## config.mk

```make
export PLATFORM = sky130hd
export DESIGN_NAME = pmod_da2_tx_flat
export DESIGN_NICKNAME = d
export VERILOG_FILES = /design/src/rtl/pmod_da2_pkg.sv /design/src/rtl/pmod_da2_tx_if.sv /design/src/rtl/clk_div_tick.sv /design/src/rtl/pmod_da2_tx.sv /design/src/flat_wrapper.sv
export SDC_FILE = /design/constraint.sdc
export NUM_CORES = 1
export LEC_CHECK = 0
export CORE_MARGIN = 10
export CORE_UTILIZATION = 40
export CTS_BUF_LIST = sky130_fd_sc_hd__clkbuf_16
export DETAILED_ROUTE_END_ITERATION = 6
export PLACE_DENSITY = 0.59
export SLEW_MARGIN = 25
export SYNTH_ARGS = -nofsm -noshare
export SYNTH_HDL_FRONTEND = slang
export SYNTH_SLANG_ARGS = --single-unit
```

## constraint.sdc

```tcl
create_clock -name clk -period 2.95 [get_ports clk]
set_clock_uncertainty 0.2 [all_clocks]
set_input_delay 0.7375 -clock clk [delete_from_list [all_inputs] [get_ports clk]]
set_output_delay 0.7375 -clock clk [all_outputs]
set_load 0.005 [all_outputs]
```

## src/rtl/pmod_da2_pkg.sv

```systemverilog
// Shared definitions for the PmodDA2 serial transmitter.
// Contents:
//   state_t      transmitter FSM states
//   FRAME_W      DAC serial frame width in bits
//   PD_*         DAC power-down codes, carried in frame bits [13:12]
//   build_frame  assembles {2'b00, pd, code} for the DAC121S101
package pmod_da2_pkg;

  typedef enum logic [1:0] {
    IDLE,
    LEAD,
    SHIFT,
    QUIET
  } state_t;

  localparam int FRAME_W = 16;

  localparam logic [1:0] PD_NORMAL = 2'b00;
  localparam logic [1:0] PD_1K     = 2'b01;
  localparam logic [1:0] PD_100K   = 2'b10;
  localparam logic [1:0] PD_HIZ    = 2'b11;

  // The two top bits of a DAC121S101 frame are don't-care; they are driven
  // as zero so that captured frames are deterministic.
  function automatic logic [FRAME_W-1:0] build_frame(input logic [1:0]  pd,
                                                     input logic [11:0] code);
    return {2'b00, pd, code};
  endfunction

endpackage

```

## src/rtl/pmod_da2_tx_if.sv

```systemverilog
// Sample handshake between the audio datapath and the PmodDA2 transmitter.
// Signals:
//   sample_valid  source has a sample on sample_data/pd_mode
//   sample_ready  transmitter can accept a sample this cycle
//   sample_data   unsigned DAC code, DATA_W bits
//   pd_mode       DAC power-down bits
// Modports: master = sample source, slave = transmitter.
interface pmod_da2_tx_if #(
  parameter int DATA_W = 12
);

  logic              sample_valid;
  logic              sample_ready;
  logic [DATA_W-1:0] sample_data;
  logic [1:0]        pd_mode;

  modport master (
    output sample_valid,
    output sample_data,
    output pd_mode,
    input  sample_ready
  );

  modport slave (
    input  sample_valid,
    input  sample_data,
    input  pd_mode,
    output sample_ready
  );

endinterface

```

## src/rtl/clk_div_tick.sv

```systemverilog
// Free-running divider producing a one-cycle tick every CLK_DIV clocks.
// Ports:
//   clk    system clock
//   rst_n  asynchronous active-low reset
//   clr    synchronous restart; the cycle after clr is count 0
//   tick   high while the count sits at CLK_DIV-1
// With CLK_DIV=1 the tick is permanently high.
module clk_div_tick #(
  parameter int CLK_DIV = 4
) (
  input  logic clk,
  input  logic rst_n,
  input  logic clr,
  output logic tick
);

  localparam int CW = (CLK_DIV > 1) ? $clog2(CLK_DIV) : 1;

  logic [CW-1:0] div_cnt;

  // Count 0..CLK_DIV-1 and wrap; a clear restarts the half-period so that
  // every new state gets a full CLK_DIV cycles before its first tick.
  always_ff @(posedge clk or negedge rst_n) begin
    if (!rst_n) begin
      div_cnt <= '0;
    end else if (clr || tick) begin
      div_cnt <= '0;
    end else begin
      div_cnt <= div_cnt + 1'b1;
    end
  end

  assign tick = (div_cnt == CW'(CLK_DIV - 1));

endmodule

```

## src/rtl/pmod_da2_tx.sv

```systemverilog
// PmodDA2 (DAC121S101) serial transmitter.
// Accepts one sample per valid/ready handshake and sends the 16-bit frame
// {2'b00, pd_mode, sample_data} MSB first on dac_din, framed by dac_sync_n
// and clocked by dac_sclk = clk/(2*CLK_DIV).
// Ports:
//   clk, rst_n   system clock, asynchronous active-low reset
//   dac_en       allows new samples to be accepted
//   sample       handshake interface (slave side)
//   busy         high from accept until the done cycle
//   done         one-cycle pulse at frame completion
//   dac_sync_n   DAC frame select, active low
//   dac_sclk     DAC serial clock, idles high
//   dac_din      DAC serial data
module pmod_da2_tx
  import pmod_da2_pkg::*;
#(
  parameter int CLK_DIV  = 4,
  parameter int DATA_W   = 12,
  parameter int QUIET_HP = 2
) (
  input  logic                clk,
  input  logic                rst_n,
  input  logic                dac_en,
  pmod_da2_tx_if.slave        sample,
  output logic                busy,
  output logic                done,
  output logic                dac_sync_n,
  output logic                dac_sclk,
  output logic                dac_din
);

  // The last cycle of the quiet gap is spent back in IDLE with done high,
  // so the next accept can land on the done cycle while dac_sync_n has
  // still been high for the full QUIET_HP half-periods.
  localparam int QUIET_CYC = QUIET_HP * CLK_DIV;
  localparam bit HAS_QUIET = (QUIET_CYC > 1);
  localparam int QW        = $clog2(QUIET_CYC + 1);
  localparam int BW        = $clog2(FRAME_W);
  localparam logic [QW-1:0] Q_LAST = HAS_QUIET ? QW'(QUIET_CYC - 2) : '0;

  state_t              state, state_nxt;
  logic [FRAME_W-1:0]  shreg, shreg_nxt;
  logic [BW-1:0]       bit_cnt, bit_cnt_nxt;
  logic [QW-1:0]       q_cnt, q_cnt_nxt;
  logic                sync_nxt, sclk_nxt, din_nxt, busy_nxt, done_nxt;
  logic                accept, tick, div_clr;
  logic [DATA_W-1:0]   code;
  logic [FRAME_W-1:0]  frame;

  assign sample.sample_ready = rst_n && dac_en && (state == IDLE);
  assign accept              = sample.sample_valid && sample.sample_ready;
  assign code                = sample.sample_data;
  assign frame               = build_frame(sample.pd_mode, code);
  assign div_clr             = accept || (state_nxt != state);

  clk_div_tick #(
    .CLK_DIV (CLK_DIV)
  ) u_div (
    .clk   (clk),
    .rst_n (rst_n),
    .clr   (div_clr),
    .tick  (tick)
  );

  // State and every output pin are registered together so that no input
  // reaches the DAC pins combinationally.
  always_ff @(posedge clk or negedge rst_n) begin
    if (!rst_n) begin
      state      <= IDLE;
      shreg      <= '0;
      bit_cnt    <= '0;
      q_cnt      <= '0;
      dac_sync_n <= 1'b1;
      dac_sclk   <= 1'b1;
      dac_din    <= 1'b0;
      busy       <= 1'b0;
      done       <= 1'b0;
    end else begin
      state      <= state_nxt;
      shreg      <= shreg_nxt;
      bit_cnt    <= bit_cnt_nxt;
      q_cnt      <= q_cnt_nxt;
      dac_sync_n <= sync_nxt;
      dac_sclk   <= sclk_nxt;
      dac_din    <= din_nxt;
      busy       <= busy_nxt;
      done       <= done_nxt;
    end
  end

  // Next-state and next-output logic. In SHIFT each tick toggles dac_sclk;
  // the falling edge is where the DAC samples, so data only moves on the
  // rising toggle, keeping dac_din stable across every falling edge.
  always_comb begin
    state_nxt   = state;
    shreg_nxt   = shreg;
    bit_cnt_nxt = bit_cnt;
    q_cnt_nxt   = q_cnt;
    sync_nxt    = dac_sync_n;
    sclk_nxt    = dac_sclk;
    din_nxt     = dac_din;
    busy_nxt    = busy;
    done_nxt    = 1'b0;

    case (state)
      IDLE: begin
        sync_nxt = 1'b1;
        sclk_nxt = 1'b1;
        din_nxt  = 1'b0;
        busy_nxt = 1'b0;
        if (accept) begin
          shreg_nxt = frame;
          din_nxt   = frame[FRAME_W-1];
          sync_nxt  = 1'b0;
          busy_nxt  = 1'b1;
          state_nxt = LEAD;
        end
      end

      LEAD: begin
        if (tick) begin
          bit_cnt_nxt = BW'(FRAME_W - 1);
          state_nxt   = SHIFT;
        end
      end

      SHIFT: begin
        if (tick) begin
          if (dac_sclk) begin
            sclk_nxt = 1'b0;
          end else if (bit_cnt == '0) begin
            sclk_nxt  = 1'b1;
            sync_nxt  = 1'b1;
            din_nxt   = 1'b0;
            q_cnt_nxt = '0;
            if (HAS_QUIET) begin
              state_nxt = QUIET;
            end else begin
              state_nxt = IDLE;
              busy_nxt  = 1'b0;
              done_nxt  = 1'b1;
            end
          end else begin
            sclk_nxt    = 1'b1;
            shreg_nxt   = {shreg[FRAME_W-2:0], 1'b0};
            din_nxt     = shreg[FRAME_W-2];
            bit_cnt_nxt = bit_cnt - 1'b1;
          end
        end
      end

      QUIET: begin
        if (q_cnt == Q_LAST) begin
          state_nxt = IDLE;
          busy_nxt  = 1'b0;
          done_nxt  = 1'b1;
        end else begin
          q_cnt_nxt = q_cnt + 1'b1;
        end
      end

      default: begin
        state_nxt = IDLE;
      end
    endcase
  end

endmodule
```

## src/flat_wrapper.sv

```systemverilog
// flat-port wrapper written by rule: the top's interface ports become plain ports
module pmod_da2_tx_flat import pmod_da2_pkg::*;
#(
  parameter int CLK_DIV  = 4,
  parameter int DATA_W   = 12,
  parameter int QUIET_HP = 2
)
  (clk, rst_n, dac_en, busy, done, dac_sync_n, dac_sclk, dac_din, sample_sample_valid, sample_sample_data, sample_pd_mode, sample_sample_ready);
  pmod_da2_tx_if #(.DATA_W(DATA_W)) sample_i ();
  input  logic clk;
  input  logic rst_n;
  input  logic dac_en;
  output logic busy;
  output logic done;
  output logic dac_sync_n;
  output logic dac_sclk;
  output logic dac_din;
  input wire logic [$bits(sample_i.sample_valid)-1:0] sample_sample_valid;
  input wire logic [$bits(sample_i.sample_data)-1:0] sample_sample_data;
  input wire logic [$bits(sample_i.pd_mode)-1:0] sample_pd_mode;
  output wire logic [$bits(sample_i.sample_ready)-1:0] sample_sample_ready;
  assign sample_i.sample_valid = sample_sample_valid;
  assign sample_i.sample_data = sample_sample_data;
  assign sample_i.pd_mode = sample_pd_mode;
  assign sample_sample_ready = sample_i.sample_ready;
  pmod_da2_tx #(.CLK_DIV(CLK_DIV), .DATA_W(DATA_W), .QUIET_HP(QUIET_HP)) u_core (.clk(clk), .rst_n(rst_n), .dac_en(dac_en), .sample(sample_i), .busy(busy), .done(done), .dac_sync_n(dac_sync_n), .dac_sclk(dac_sclk), .dac_din(dac_din));
endmodule
```

; Yosys cells after proc, flatten, opt, wreduce, memory -nomap -nowiden
; Index checks and enable logic that the tools add are counted.
[classes]
addsub = 3
n_mul = 0
n_div = 0
order_cmp = 0
n_eq_ne = 14
shift = 0
muxes = 40
bitwise = 0
n_reduce_logical = 18
[op_table]
columns = op, n
row1 = two-way mux 15 bit, 4
row2 = two-way mux 4 bit, 8
row3 = one-hot mux 15 bit (2 select lines), 1
row4 = one-hot mux 4 bit (2 select lines), 2
row5 = AND reduction 5 bit, 3
row6 = two-way mux 2 bit, 7
row7 = two-way mux 1 bit, 13
row8 = "inequality test 2 bit, second input constant", 5
row9 = one-hot mux 1 bit (2 select lines), 4
row10 = one-hot mux 2 bit (4 select lines), 1
row11 = nonzero test 2 bit, 4
row12 = "equality test 2 bit, second input constant", 3
row13 = "inequality test 2 x 1 -> 1 bit, second input constant", 3
row14 = "adder 4 x 1 -> 4 bit, second input constant", 1
row15 = "equality test 4 x 3 -> 1 bit, second input constant", 1
row16 = logical NOT 4 bit, 1
row17 = AND reduction 2 bit, 2
row18 = AND reduction 4 bit, 1
row19 = "subtractor 4 x 1 -> 4 bit, second input constant", 1
row20 = logical AND 1 bit, 3
row21 = AND reduction 3 bit, 1
row22 = "adder 2 x 1 -> 2 bit, second input constant", 1
row23 = "equality test 2 x 1 -> 1 bit, second input constant", 1
row24 = logical NOT 2 bit, 1
row25 = other kinds (2), 3
[totals]
regBits = 32
latchBits = 0
ram_bits = 0
rom_bits = 0
output_inout_bits = 6
word_cells = 85
mem_count = 0

; Longest topological paths before layout
; Gate-level depths: netlist of run 1.
[logic_depth]
depth_word = 9
ltp_mapped = 7

; Modules after synthesis
; A second synthesis of run 1 with hierarchy kept.
[hier_totals]
cells_unflattened = 133
hier_area_um2 = 1664.1
[modules_own_cells]
columns = mod, instances, cells_each, area_per_inst_um2
row1 = pmod_da2_tx, 1, 128, 1579.0
row2 = clk_div_tick, 1, 5, 85.1

; Worst setup path before layout of run 1
; No wires, ideal clock.
[synth_path]
kind = in2reg
from = input sample_sample_valid
to = register u_core.shreg[10]
setup_ns = 0.125
t_arrival_ns = 1.613
t_required_ns = 2.625
path_slack_ns = 1.012
path_stages = 4
path_buffers = 1
cell_sequence = and4_1 o22a_4 buf_12 mux2_4
[synth_between]
elab_chain_len = 3
[synth_lines]
columns = element, line
row1 = from (decl), flat_wrapper.sv:18  ; input wire logic [$bits(sample_i.sample_valid)-1:0] sample_sample_valid;
row2 = logical AND 1 bit, pmod_da2_tx.sv:51  ; assign accept = sample.sample_valid && sample.sample_ready;
row3 = inequality test 2 x 1 -> 1 bit (no source line), --
row4 = AND reduction 5 bit (no source line), --
row5 = to (signal assigned), pmod_da2_tx.sv:80  ; shreg <= shreg_nxt;
row6 = to (decl), pmod_da2_tx.sv:42  ; logic [FRAME_W-1:0] shreg, shreg_nxt;
; No other way between the ends.
; A chain may end at the register's enable or synchronous reset.

; Worst setup path in the final report of run 1
[layout_path]
from = input rst_n
to = output sample_sample_ready
[layout_between]
elab_chain_len = 2
[layout_lines]
columns = element, line
row1 = from (decl), flat_wrapper.sv:11  ; input logic rst_n;
row2 = logical AND 1 bit (2 in a row), pmod_da2_tx.sv:50  ; assign sample.sample_ready = rst_n && dac_en && (state == IDLE);
row3 = to (decl), flat_wrapper.sv:21  ; output wire logic [$bits(sample_i.sample_ready)-1:0] sample_sample_ready;
; No other way between the ends.

==> results of run 1 <==
==> worst reg2reg max path, stage by stage (launching register included) <==
cell and delay (ps):
dfrtp_1 390, inv_1 60, ha_1 220, nor3b_4 180
nor3_2 230, o22a_4 340, mux2_2 370
==> worst max path at each step <==
stage                             start                           end  cells after the start
floorplan           sample_sample_valid  u_core.shreg[10]$_DFFE_PN0P_                      4
global placement                  rst_n           sample_sample_ready                      3
detailed placement                rst_n           sample_sample_ready                      3
CTS                               rst_n           sample_sample_ready                      3
global route                      rst_n           sample_sample_ready                      3
finish                            rst_n           sample_sample_ready                      3
==> cell type report <==
class	count	area (sq um)
Fill cell	365	1950
Inverter	6	22.5
Multi-Input combinational cell	122	802
Clock buffer	5	125
Tap cell	50	62.6
Clock inverter	3	11.3
Sequential cell	32	803
Timing Repair Buffer	30	283
==> cells in the final DEF, fill, tap and decap left out, drive strengths merged, types with 3 or more instances in the layout <==
cell,synthesis,layout
nand3,4,4
o21ai,11,11
nand2,44,44
xor2,3,3
clkbuf,4,5
dfrtp,30,30
nor2b,4,4
buf,5,7
ha,4,4
mux2,13,13
nor2,9,9
clkdlybuf4s50,0,23
inv,6,8
a21oi,3,3
==> layer usage <==
| metal | vias up | track usage | routed length (um) |
|---|---|---|---|
| li1 | 636 | - | - |
| met1 | 571 | 0.124 | 1630 |
| met2 | 14 | 0.158 | 1610 |
| met3 | 5 | 0.0382 | 97 |
| met4 | 0 | 0.0539 | 66 |
| met5 | - | 0 | 0 |
==> flip-flops by register name, summed over array words and instances, names as in the netlist <==
| register | count |
|---|---|
| u_core.bit_cnt | 4 |
| u_core.busy | 1 |
| u_core.dac_din | 1 |
| u_core.dac_sclk | 1 |
| u_core.dac_sync_n | 1 |
| u_core.done | 1 |
| u_core.q_cnt | 4 |
| u_core.shreg | 15 |
| u_core.state | 2 |
| u_core.u_div.div_cnt | 2 |
==> per-stage QoR <==
| step | util | instance area (sq um) | instances | worst slack [ps] | hold slack (ps) |
|---|---|---|---|---|---|
| 2_1_floorplan | - | 1700 | 169 | 1010 | 218 |
| 3_3_place_gp | 0.486 | 1970 | 240 | 72.3 | 223 |
| 3_5_place_dp | 0.486 | 1970 | 240 | 68.5 | 234 |
| 4_1_cts | 0.520 | 2110 | 248 | 57.2 | 241 |
| 5_1_grt | 0.520 | 2110 | 248 | 30.4 | 265 |
| 6_report | 0.520 | 2110 | 248 | 70.6 | 240 |
==> power by group through the flow <==
stage               Sequential (mW)  Clock [mW]  Combinational, mW
floorplan                     0.447           0           0.000257
global placement              0.447           0             0.0339
detailed placement            0.447           0             0.0344
CTS                           0.440       0.492             0.0347
global route                  0.439       0.520             0.0372
finish                        0.440       0.473             0.0337
==> synthesized netlist by cell type, types with 2 or more instances <==
library cell / count
dfstp_2: 2
nand3_1: 4
nor2_1: 9
nand3b_1: 2
xor2_1: 3
ha_1: 4
nand4_1: 2
mux2_2: 5
buf_6: 3
nand2_1: 44
and3_1: 2
clkbuf_1: 4
mux2i_1: 2
a21oi_1: 3
inv_1: 6
o21ai_0: 11
nor2b_1: 4
dfrtp_1: 30
mux2_4: 8
nand2b_1: 2
==> cells by family after synthesis <==
| group | Yosys count |
|---|---|
| mux | 15 |
| fa+ha+maj | 4 |
| buf+inv | 15 |
| compound gates | 23 |
| simple gates | 76 |
| flops | 32 |
| xor+xnor | 4 |
==> results.md, run 1 <==
* Worst reg2reg endpoint: u_core.shreg[3]$_DFFE_PN0P_
* R2R cell count at 6
* Synthesized area at 1700 sq um
* Initial DRC count at 61
* Flop pwr share at 0.465
* Compound-Gate Fraction of Synth Area at 0.0904
* Arr. time, crit path at approximately 1900 ps
* Setup Fix Bufs, Post-CTS at 0
* GRT overflow at 0
* Post-synth cell types at 39
* Setup violations, final at 0
* Chip height at 85.2 um
* Hold_sp: u_core.u_div.div_cnt[0]$_DFF_PN0_
* HPWL Detailed at roughly 2.5 mm
* Via/cell ratio at 4.94
* Main combinational cell family by area after synthesis: simple AND/OR/NAND/NOR gates
* Total of max-cap violations at 0
* CP top delay family: buffers and inverters
* CTS tree: yes
* Rows at 23
* Core Area at 4060 sq um
* Largest fanout on the critical path at 2
* Post-synthesis sequential element count at 32
* Type of the tightest min-delay check: reg2reg
* Syn-to-layout area delta at 24.0%
* Max Fclk at 347 MHz
* First drt pass iteration count at 4
* CP Launch Type: input pin
* Root Buffer Master: clkbuf_16
* Sequential share of the synthesized area at 0.472
* Unrepaired setup endpoints after global routing: no
* Worst-Margin Slew at between 500 and 600 ps
* Clock share of power at 0.499
* Pwr/cell area at 449 nW/um^2
* Setup TNS at 0 ps
* Synth Flop Type: dfrtp_1
* Yosys warning count at 0
* Hold-critical path depth at 1
* # DRC at 0
* Top-area cell type share of the netlist area at 0.441
* Logic pwr share at 0.036
* Number of synthesized flops with an enable pin at 0
* Initial Util at 0.419
* Tmin final at between 2000 and 3000 ps
* CP Capture Type: output port
* CP required at 2010 ps
* Via Count at ~1200
* Final Power at roughly 950 uW
* # diodes at 0
* Switching share of total power at 0.193
* Buf/Inv on CP at 2
* Hold Path Sink: u_core.u_div.div_cnt[0]$_DFF_PN0_
* Die area at a little over 7000 sq um
* Clock Sinks at 32
* Vias in the first global route at 1298
* H-tree depth at 2
* Post-synthesis mux area share at 0.115
* Max-slew violations at 0
* Sw Pwr at 183 uW
* ANT nets after route at 0
* Initial antenna violation count at 0
* Leak at a little under 1 nW
* Num CTS Buffers at 5
* Cts-stage hold buffer count at 0
* R2r setup slk at 850 ps
* Reg2reg start: u_core.bit_cnt[0]$_DFFE_PN0P_
* Peak supply drop at 303 uV
* P_int at 764 uW
* Global Route Usage Sum at 0.104
* Status: completed
* Post-Synth Adder-Cell Area at 0.0294
* Post-Synth Simple-Gate Area at 0.215
* Chip width at roughly 85 um
* Most area-hungry cell type in the Yosys netlist: dfrtp_1
* Mapped Cells at between 150 and 200
* Top cell by count, worst path: clkdlybuf4s50_1
* Post-cts sizing count at 0
* IO Port Bufs at 23
* Max Buffers Root-to-Sink at 2
* Async set or reset register ratio after synthesis at 1.00
* Drt wl/cell at between 10 and 15 um
* Layout cells sized above 1 at 0.162
* Worst-skew pair later-pin latency at 280 ps
* Crit-path max cell delay at 510 ps
* XOR/XNOR share of the synthesized area at 0.0206
* Placer Congestion at ~0.73
* Worst-path cell chain: clkdlybuf4s50_1 -> and3_1 -> clkdlybuf4s50_1
* Worst-path clk slew at 50 ps
* Fin crit share at 0.976
* Slew margin rel. at 0.657
* Post-Synthesis Net Count at between 150 and 200
* First-pass GRT wire length at a little over 6 mm
* Final WL at between 3 and 4 mm
* Nets at 219
* CP Class: in2out
* Largest net degree at the start of global routing at 33
* Synthesized area per cell at 10.1 sq um
* Synth top area cells: dfrtp_1 (44%), nand2_1 (9.7%), mux2_4 (7.1%), mux2_2 (3.3%), o21ai_0 (3.2%)
* CP max-delay cell: clkdlybuf4s50_1
* Top-Level Pins at 24
* Hold Fails Final Rpt at 0
Note: power is estimated with default switching activity, not from simulation.
==> inputs of run 2 (changes only) <==
--- a/config.mk
+++ b/config.mk
@@ -5,12 +5,12 @@
 export SDC_FILE = /design/constraint.sdc
 export NUM_CORES = 1
 export LEC_CHECK = 0
-export CORE_MARGIN = 10
+export CORE_MARGIN = 2
 export CORE_UTILIZATION = 40
 export CTS_BUF_LIST = sky130_fd_sc_hd__clkbuf_16
 export DETAILED_ROUTE_END_ITERATION = 6
 export PLACE_DENSITY = 0.59
-export SLEW_MARGIN = 25
+export SLEW_MARGIN = 20
 export SYNTH_ARGS = -nofsm -noshare
 export SYNTH_HDL_FRONTEND = slang
 export SYNTH_SLANG_ARGS = --single-unit
==> run 2 against run 1 <==
Net effect:
- cell area shrank 0.18%
- fmax increased by 0.54%
- combinational power down 1%
- die area down 34%
- sequential power is essentially flat
- largest power group unchanged
- sequential cell count unchanged
- global-route usage rose by 4.6 points
==> results.md, run 2 (same netlist as run 1, synthesis figures left out) <==
* Num CTS Buffers at 5
* Rows at 23
* Type of the tightest min-delay check: reg2reg
* Hold Fails Final Rpt at 0
* Setup TNS at 0 ps
* Core Area at 4060 sq um
* Global Route Usage Sum at 0.150
* Initial antenna violation count at 0
* Vias in the first global route at 1268
* Most Used Layer, Global Route: met2
* Most common library cell in the layout ignoring fill and taps: nand2_1
* Sw Pwr at about 180 uW
* Largest register FFs at 15
* Root Buffer Master: clkbuf_16
* Initial Util at 0.419
* Flop pwr share at 0.467
* IO Port Bufs at 23
* Final Power at 943 uW
* Clock share of power at 0.498
* Max Fclk at 349 MHz
* Regs by FF count: u_core.shreg: 15 flops, u_core.bit_cnt: 4 flops, u_core.q_cnt: 4 flops
* Top cell by count, worst path: clkdlybuf4s50_1
* CP Capture Type: output port
* Fin crit share at 0.971
* Setup ws final at 86.1 ps
* CTS tree: yes
* Die area at ~4800 sq um
* Buf/Inv on CP at 2
* Max Buffers Root-to-Sink at 2
* GRT overflow at 0
* Via/cell ratio at 5.07
* First-pass GRT wire length at 5.69 mm
* Worst-skew pair later-pin latency at 270 ps
* CP Launch Type: input pin
* Core Util, Final at 0.519
* Layout cells sized above 1 at 0.162
* Drt wl/cell at 12.8 um
* Largest net degree at the start of global routing at 33
* Met1 usage at 0.185
* CP top delay family: buffers and inverters
* Max-slew violations at 0
* Peak supply drop at 304 uV
* Top-Level Pins at 24
* Register with the most flip-flops: u_core.shreg
* CP required at 2010 ps
* Met2 usage at 0.241
* ANT nets after route at 0
* DP Worst Slack at ~100 ps
* Syn-to-layout area delta at 23.8%
* Setup violations, final at 0
* P_int at 762 uW
* Pwr/cell area at 448 nW/um^2
* Chip height at 69.2 um
* H-tree depth at 2
* Arr. time, crit path at 1930 ps
* CP Class: in2out
* # DRC at 0
* Slew margin rel. at 0.730
* Worst-path clk slew at approximately 50 ps
* Switching share of total power at 0.192
* Chip width at 69.2 um
* Unrepaired setup endpoints after global routing: no
* Placer Congestion at 0.736
* # diodes at 0
* Logic pwr share at 0.035
* Status: completed
* Final WL at 3.17 mm
* HPWL Detailed at 2.25 mm
* Total of max-cap violations at 0
* Worst-Margin Slew at just over 400 ps
* Via Count at about 1300
* Clock Sinks at 32
* Worst-path cell chain: clkdlybuf4s50_1 -> and3_1 -> clkdlybuf4s50_1
* Leak at just under 1 nW
* Initial DRC count at 85
* Tmin final at 2860 ps
* First drt pass iteration count at 4
* Setup Fix Bufs, Post-CTS at 0
* Nets at between 200 and 250
* Most frequent cells in the layout: nand2_1 (44), dfrtp_1 (30), clkdlybuf4s50_1 (23), o21ai_0 (11), nor2_1 (9)
* Cts-stage hold buffer count at 0
* Post-cts sizing count at 0
* Crit-path max cell delay at 500 ps
* CP max-delay cell: clkdlybuf4s50_1
* Largest fanout on the critical path at 2
* Met3 Use GR at 0.0451
[run 2: cell types whose count changed in the layout (fill, tap and decap cells not counted), sizes merged]
cell    before  now
inv          8    6
clkinv       1    2
[run 2: worst reg2reg max path: stages (launching register included)]
cell,delay (ps)
dfrtp_1,380
inv_1,60
ha_1,230
nor3b_4,180
nor3_2,230
o22a_4,340
mux2_2,370
[run 2: metal layers]
layer / up-vias / share of wire
li1: 629 / -
met1: 596 / 0.46
met2: 21 / 0.49
met3: 6 / 0.040
met4: 0 / 0.014
met5: - / 0
[run 2: cell type report]
type | instances | area [sq um]
flip-flops and latches | 32 | 803
inverters | 6 | 22.5
multi-input cells | 122 | 802
clock buffers | 5 | 125
clock inverters | 2 | 7.51
fillers | 367 | 1950
well taps | 50 | 62.6
repair buffers | 30 | 283
[run 2: final timing paths]
kind                                              startpoint                           endpoint  slack (ps)  depth (start not counted)
hold reg to reg            u_core.u_div.div_cnt[0]$_DFF_PN0_  u_core.u_div.div_cnt[0]$_DFF_PN0_         240                          1
setup / recovery                                       rst_n                sample_sample_ready          90                          3
setup reg to reg               u_core.bit_cnt[0]$_DFFE_PN0P_        u_core.shreg[5]$_DFFE_PN0P_         840                          6
hold / removal             u_core.u_div.div_cnt[0]$_DFF_PN0_  u_core.u_div.div_cnt[0]$_DFF_PN0_         240                          1
max in group asynchronous                              rst_n      u_core.dac_sync_n$_DFFE_PN1P_        1400                          3
min in group asynchronous                              rst_n              u_core.done$_DFF_PN0_         820                          3
[run 2: power groups by stage]
stage | Combinational (mW) | Clock (mW) | Sequential (mW)
floorplan | 0.000257 | 0 | 0.447
global placement | 0.0339 | 0 | 0.447
detailed placement | 0.0343 | 0 | 0.447
CTS | 0.0344 | 0.486 | 0.440
global route | 0.0366 | 0.507 | 0.439
finish | 0.0333 | 0.470 | 0.440
[run 2: stage by stage]
stage,area (sq um),hold slack [ps],cells
after floorplan,1700,218,169
after global placement,1970,224,240
after detailed placement,1970,234,240
after CTS,2110,242,247
after global routing,2110,258,247
final,2110,237,247
==> inputs of run 3 (changes only) <==
--- a/config.mk
+++ b/config.mk
@@ -9,7 +9,6 @@
 export CORE_UTILIZATION = 40
 export CTS_BUF_LIST = sky130_fd_sc_hd__clkbuf_16
 export DETAILED_ROUTE_END_ITERATION = 6
-export PLACE_DENSITY = 0.59
 export SLEW_MARGIN = 20
 export SYNTH_ARGS = -nofsm -noshare
 export SYNTH_HDL_FRONTEND = slang
==> run 3 against run 2 <==
Net effect:
- sequential cell count did not move
- highest routed layer unchanged
- core utilization rose by 0.74 points
- critical path type unchanged
- cell count rose by 0.40%
- cell area rose by 1.4%
- largest cell class unchanged
- clock power rose by 21%
==> results.md, run 3 (same netlist as run 1, synthesis figures left out) <==
* Status: completed
* Cts-stage hold buffer count at 0
* Via/cell ratio at 5.07
* Type of the tightest min-delay check: reg2reg
* Global Route Usage Sum at 0.157
* Setup Fix Bufs, Post-CTS at 0
* Hold_sp: u_core.u_div.div_cnt[0]$_DFF_PN0_
* Largest net degree at the start of global routing at 33
* Worst reg2reg endpoint: u_core.shreg[4]$_DFFE_PN0P_
* Fin cells at approximately 250
* Setup violations, final at 0
* Core Area at 4060 sq um
* # diodes at 0
* Via Count at 1257
* Placer Congestion at approximately 0.74
* Hold Path Sink: u_core.u_div.div_cnt[0]$_DFF_PN0_
* GRT overflow at 0
* Placed Instances at 240
* R2r setup slk at ~830 ps
* Tmin final at about 2900 ps
* Most frequent cells in the layout: nand2_1 (44), dfrtp_1 (30), clkdlybuf4s50_1 (23), o21ai_0 (11), nor2_1 (9)
* Worst-Margin Slew at slightly above 400 ps
* CP Class: in2out
* Initial DRC count at 105
* Initial antenna violation count at 0
* ANT nets after route at 0
* Final WL at around 3.4 mm
* Drt wl/cell at about 14 um
* Die area at about 4800 sq um
* Largest fanout on the critical path at 2
* First-pass GRT wire length at 5.93 mm
* Slew margin rel. at 0.729
* Hold Fails Final Rpt at 0
* Final Power at between 1 and 1.5 mW
* Clock Sinks at 32
* Most common library cell in the layout ignoring fill and taps: nand2_1
* Pwr/cell area at 489 nW/um^2
* Register with the most flip-flops: u_core.shreg
* Largest register FFs at 15
* Root Buffer Master: clkbuf_16
* H-tree depth at 2
* Filler cell count at 359
* Top-Level Pins at 24
* Vias in the first global route at 1308
* CTS tree: yes
* R2R cell count at 6
* Worst-skew pair later-pin latency at 280 ps
* Unrepaired setup endpoints after global routing: no
* Num CTS Buffers at 5
* Reg2reg start: u_core.bit_cnt[0]$_DFFE_PN0P_
* CP Capture Type: output port
* DP Worst Slack at between 90 and 100 ps
* Nets at 219
* Leak at 0.985 nW
* Setup ws final at between 80 and 90 ps
* Setup TNS at 0 ps
* Arr. time, crit path at 1930 ps
* Fin crit share at 0.971
* Syn-to-layout area delta at 25.5%
* Chip height at approximately 70 um
* Total of max-cap violations at 0
* Worst-path clk slew at 50 ps
* # DRC at 0
* Chip width at 69.2 um
* Max Fclk at around 350 MHz
* Rows at 23
* Peak supply drop at just over 300 uV
* HPWL Detailed at 2.26 mm
* CP required at 2010 ps
* IO Port Bufs at 23
* Max-slew violations at 0
* Initial Util at 0.419
* Max Buffers Root-to-Sink at 2
* Regs by FF count: u_core.shreg: 15 flops, u_core.bit_cnt: 4 flops, u_core.q_cnt: 4 flops
* CP Launch Type: input pin
* Post-cts sizing count at 0
* First drt pass iteration count at 4
* Hold-critical path depth at 1
* Layout cells sized above 1 at 0.167
-- run 3: changes by cell type in the layout (fill, tap and decap cells not counted) --
cell and change:
bufinv_16 +1
-- run 3: layout make-up --
cell class	count	area, sq um	share of cell area
clock inverters	3	37.5	0.0176
clock buffers	5	125	0.0586
inverters	6	22.5	0.0105
well taps	50	62.6	0.0293
multi-input cells	122	802	0.376
flip-flops and latches	32	803	0.376
repair buffers	30	283	0.132
-- run 3: worst max-delay path by stage --
| stage | start | to | slack [ps] |
|---|---|---|---|
| after CTS | rst_n | sample_sample_ready | 80 |
| after global routing | rst_n | sample_sample_ready | 50 |
| after global placement | rst_n | sample_sample_ready | 80 |
| after detailed placement | rst_n | sample_sample_ready | 90 |
| after floorplan | sample_sample_valid | u_core.shreg[10]$_DFFE_PN0P_ | 1010 |
| final | rst_n | sample_sample_ready | 90 |
-- run 3: report_power, final --
group          switching, mW  total, mW  internal, mW  leakage [nW]
Sequential                 0      0.440         0.440         0.409
Combinational         0.0120     0.0334        0.0214         0.497
Clock                  0.180      0.571         0.392        0.0789
Total                  0.192       1.04         0.853         0.985
-- run 3: worst max-delay path: stages --
cell	delay (ps)
clkdlybuf4s50_1	510
and3_1	180
clkdlybuf4s50_1	500
-- run 3: metrics by stage --
stage,utilization,hold WS (ps),area [sq um]
3_5_place_dp,0.486,230,1970
6_report,0.526,237,2140
4_1_cts,0.526,237,2140
5_1_grt,0.526,249,2140
3_3_place_gp,0.486,223,1970
2_1_floorplan,-,218,1700
-- run 3: routing by layer --
layer  vias up  track usage  routed length [um]
li1        626            -                   -
met3         6       0.0523                 142
met4         0       0.0654                  61
met1       603        0.204                1610
met5         -            0                   0
met2        22        0.240                1580
